### src/rtl/pc_fetch_unit.sv
// Program-counter and instruction-fetch sequencer: IDLE -> FETCH -> EXEC loop with retire counting.
// Optional target-alignment fault (misalign flag, HALT state) enabled by defining PC_ALIGN_CHECK_EN.
module pc_fetch_unit #(
    parameter logic [31:0] RESET_PC = 32'h0000_0000
) (
    input  logic        clk,
    input  logic        reset,
    input  logic [31:0] next_pc,
    input  logic        stall,
    output logic        imem_req,
    output logic [31:0] imem_addr,
    input  logic        imem_ack,
    input  logic [31:0] imem_rdata,
    output logic [31:0] pc,
    output logic [31:0] instruction,
    output logic        instr_valid,
    output logic [31:0] retire_count,
    output logic        misalign
);

    typedef enum logic [1:0] {
        IDLE  = 2'd0,
        FETCH = 2'd1,
        EXEC  = 2'd2,
        HALT  = 2'd3
    } state_t;

    state_t      r_state;
    state_t      w_state_nxt;

    logic [31:0] r_pc;
    logic [31:0] r_instruction;
    logic [31:0] r_retire_count;
    logic        r_imem_req;
    logic        r_instr_valid;

    logic        w_capture;
    logic        w_retire;
    logic        w_misaligned;
    logic [31:0] w_pc_aligned;

    assign w_capture    = (r_state == FETCH) && imem_ack;
    assign w_retire     = (r_state == EXEC) && !stall;
    assign w_pc_aligned = {next_pc[31:2], 2'b00};

`ifdef PC_ALIGN_CHECK_EN
    logic r_misalign;

    assign w_misaligned = |next_pc[1:0];

    // Sticky fault: only reset clears it.
    always_ff @(posedge clk or posedge reset) begin
        if (reset) begin
            r_misalign <= 1'b0;
        end else if (w_retire && w_misaligned) begin
            r_misalign <= 1'b1;
        end
    end

    assign misalign = r_misalign;
`else
    logic w_unused_lsb;

    assign w_misaligned = 1'b0;
    assign w_unused_lsb = ^next_pc[1:0];
    assign misalign     = 1'b0;
`endif

    always_ff @(posedge clk or posedge reset) begin
        if (reset) begin
            r_state <= IDLE;
        end else begin
            r_state <= w_state_nxt;
        end
    end

    always_comb begin
        w_state_nxt = r_state;
        case (r_state)
            IDLE:  w_state_nxt = FETCH;
            FETCH: if (imem_ack) w_state_nxt = EXEC;
            EXEC:  if (!stall) w_state_nxt = w_misaligned ? HALT : FETCH;
            HALT:  w_state_nxt = HALT;
            default: w_state_nxt = IDLE;
        endcase
    end

    // Handshake outputs are registered from the next state so they line up with the state they describe.
    always_ff @(posedge clk or posedge reset) begin
        if (reset) begin
            r_imem_req    <= 1'b0;
            r_instr_valid <= 1'b0;
        end else begin
            r_imem_req    <= (w_state_nxt == FETCH);
            r_instr_valid <= (w_state_nxt == EXEC);
        end
    end

    always_ff @(posedge clk or posedge reset) begin
        if (reset) begin
            r_instruction <= 32'h0000_0000;
        end else if (w_capture) begin
            r_instruction <= imem_rdata;
        end
    end

    // A misaligned target keeps the faulting pc visible for debug.
    always_ff @(posedge clk or posedge reset) begin
        if (reset) begin
            r_pc <= RESET_PC;
        end else if (w_retire && !w_misaligned) begin
            r_pc <= w_pc_aligned;
        end
    end

    always_ff @(posedge clk or posedge reset) begin
        if (reset) begin
            r_retire_count <= 32'h0000_0000;
        end else if (w_retire) begin
            r_retire_count <= r_retire_count + 32'd1;
        end
    end

    assign imem_req     = r_imem_req;
    assign imem_addr    = r_pc;
    assign pc           = r_pc;
    assign instruction  = r_instruction;
    assign instr_valid  = r_instr_valid;
    assign retire_count = r_retire_count;

endmodule

### config.mk
export PLATFORM = sky130hd
export DESIGN_NAME = pc_fetch_unit
export DESIGN_NICKNAME = d
export VERILOG_FILES = /design/src/rtl/pc_fetch_unit.sv
export SDC_FILE = /design/constraint.sdc
export NUM_CORES = 1
export LEC_CHECK = 0
export CAP_MARGIN = 20
export CORE_MARGIN = 2
export CORE_UTILIZATION = 37
export DETAILED_ROUTE_END_ITERATION = 10
export GPL_ROUTABILITY_DRIVEN = 0
export PLACE_DENSITY = 0.75
export SLEW_MARGIN = 40
export SYNTH_ARGS = -nofsm -noshare
export SYNTH_HDL_FRONTEND = slang
export SYNTH_SLANG_ARGS = --single-unit
export TNS_END_PERCENT = 30
### constraint.sdc
create_clock -name clk -period 3.7 [get_ports clk]
set_clock_uncertainty 0.05 [all_clocks]
set_input_delay 0.925 -clock clk [delete_from_list [all_inputs] [get_ports clk]]
set_output_delay 0.925 -clock clk [all_outputs]
set_load 0.05 [all_outputs]
==> run metrics <==
status=complete, no violations; Levels on crit path=1; Initial Util=0.384; first-pass GRT wire length=between 15,000 and 20,000 um; DP HPWL=6920 um; Total GRT Usage=0.152; Max Root-Sink Buffers=2; Clock transition at path regs=0.07 ns; CTS Buf Count=9; met2 WL=roughly 4800 um; full die area=12,200 sq um; vias per cell=roughly 4.7; clock root buffer master=clkbuf_16; Critical Path End Type=output pin; post-layout minimum cycle time=around 2.7 ns; FF+latch count, synth=98; relative slew slack=0.640; fin area=around 6400 sq um; Cell Int Power=3.43 mW; PortBufs=191; share of post-route cells with drive strength above 1=0.188; number of iterations in the first detailed-routing pass=4; worst hold path type=reg2reg; final hold violation count=0; Area Overhead vs Synth=51.5%; Simple-Gate Fraction of Synth Area=0.0972; reg-to-reg startpoint=r_state[0]; Max Used Layer=met4; Mapped Area=between 4000 and 5000 sq um; largest delay contributor family on the critical path=buffers and inverters; chip height=~110 um; Reg2Reg Setup Slack=around 1.9 ns; DR WL/cell=about 15 um; Data arrival, critical path=1.71 ns; Setup TNS=0 ns; hold-critical path depth=1; M1 WL=roughly 3500 um; met3 wire length=about 720 um; core region area=~11,000 sq um; Crit path largest cell delay=around 0.86 ns; largest net degree at the start of global routing=between 60 and 70; ANT nets after route=0; post-synthesis xor/xnor area fraction=0.0647; # hold bufs at CTS=0; CP max-delay cell=clkdlybuf4s50_1; CP Cell Sequence=clkdlybuf4s50_1; number of max-cap violations=0; combinational family with the most area after synthesis=multiplexers; switching power=3.04 mW; leakage=about 2.7 nW; # H-tree levels=3; DRC violation total after the first TritonRoute iteration=between 70 and 80; post-synthesis sequential area ratio=0.584; layout net count=between 500 and 600; dpl cell area=about 6000 sq um; Setup crit start kind=flip-flop; Clock Latency Late Sink=roughly 0.33 ns; RSZ-0062 raised after global routing=no; vias in the first global route=3,074; CTS tree=done; Ys Warns=0; Hold Startpoint=retire_count[22]; Setup Viol. Count Final=0; Overflow after GRT=0; Buf/Inv on CP=1; crit share post-route=0.725; ANT cells=0; DR DRC count=0; final wirelength=roughly 9000 um; Mapped Cells=approximately 300; Slew Limit Fails=0; post-synthesis adder-cell area fraction=0.00298; PostCTS Resize Cnt=0; crit path kind=reg2out; Reg2Reg Depth=3; Post-CTS Setup Bufs=0; number of I/O pins=just under 200; antenna violations before repair=0; pwr/cell area=~1000 nW/um^2; Least-Margin Pin Slew=between 0.5 and 0.6 ns; Flop pwr share=0.264; compound-gate portion of the synthesized area=0.00119; row count=38; Max Fanout on Critical Path=6; Vias=2,900; fmax=approximately 370 MHz; Reg2Reg Capture Point=imem_addr[25]; peak supply drop=between 0.7 and 0.8 mV; Hold EP=retire_count[22]; Die Wd=around 110 um; mux cell area share after synthesis=0.169; share of total power in combinational logic=0.575; switching share of power=0.470; Clk pwr share=0.161; count of cell types in the netlist=26; Avg Cell Area, Syn=13.8 sq um; CTS Sinks=between 90 and 100; CP Data Required Time=approximately 2.7 ns
## area by class of cell
class,count,area (sq um)
clock buffers,11,233
clock inverters,5,103
fillers,916,4580
inverters,5,21.3
multi-input cells,160,1430
flip-flops and latches,98,2450
well taps,140,175
repair buffers,194,1950
## state kept, by name, indices dropped and copies added, names as in the netlist
signal and count:
imem_req 1, imem_addr 30, instruction 32, r_state 2, retire_count 32, instr_valid 1
## routing by layer
layer / GRT usage / vias to the layer above
met5: 0 / -
met4: 0.0575 / 0
met3: 0.0488 / 10
met2: 0.271 / 100
met1: 0.169 / 1456
li1: - / 1334
## stage by stage
stage                     worst slack (ns)  instances  hold WS (ns)  utilization  total power [mW]
after global routing                 0.955        613         0.455        0.581              6.74
final                                 1.02        613         0.442        0.581              6.47
after floorplan                      0.163        307         0.420            -              4.42
after detailed placement             0.866        597         0.428        0.551              5.49
after CTS                            0.999        613         0.441        0.581              6.56
after global placement               0.911        597         0.412        0.551              5.43
## synthesized netlist by cell type
library cell	count	share of area
dfrtp_1	98	0.58
and2_1	1	0.0015
and3_1	5	0.0075
nor3_1	6	0.0072
nand4_1	7	0.010
buf_4	38	0.068
nand2b_1	1	0.0015
nand3_1	12	0.014
xnor2_1	22	0.046
nor4_4	1	0.0051
nor4_2	2	0.0060
a21oi_1	1	0.0012
nand3b_1	2	0.0036
buf_2	6	0.0072
or2_2	1	0.0015
mux2_2	63	0.17
inv_1	5	0.0045
xor2_1	9	0.019
nor3b_4	1	0.0045
and4_1	5	0.010
conb_1	1	0.00089
nand2_1	11	0.0098
nand4_4	2	0.010
nand4_2	1	0.0030
nor2_1	1	0.00089
ha_1	1	0.0030
## power by group through the flow
stage	logic [mW]	clock network, mW	registers (mW)
2_1_floorplan	1.38	0	3.03
3_3_place_gp	3.72	0	1.71
3_5_place_dp	3.75	0	1.74
4_1_cts	3.76	1.08	1.72
5_1_grt	3.84	1.12	1.77
6_report	3.72	1.04	1.71
## cell usage in the layout (no fill, tap or decap), types with 3 or more instances in the layout
cell               n
clkdlybuf4s50_1  191
dfrtp_1           98
mux2_2            63
xnor2_1           22
nand3_1           12
nand2_1           11
xor2_1             9
clkbuf_16          9
nand4_1            7
nor3_1             6
and3_1             5
and4_1             5
conb_1             5
inv_1              4
bufinv_16          3
## worst max path at each step
stage	startpoint	endpoint	slack [ns]
finish	retire_count[7]	retire_count[7]	1.02
global route	retire_count[7]	retire_count[7]	0.95
CTS	retire_count[7]	retire_count[7]	1.0
detailed placement	stall	imem_addr[25]	0.87
global placement	stall	imem_addr[18]	0.91
floorplan	reset	imem_addr[10]	0.16
## kinds of logic after synthesis
family          count (synthesis)
xor+xnor                       31
mux                            63
buf+inv                        49
other cells                     1
compound gates                  1
flops                          98
fa+ha+maj                       1
simple gates                   59
No activity file was read; power rests on OpenSTA's default activity.
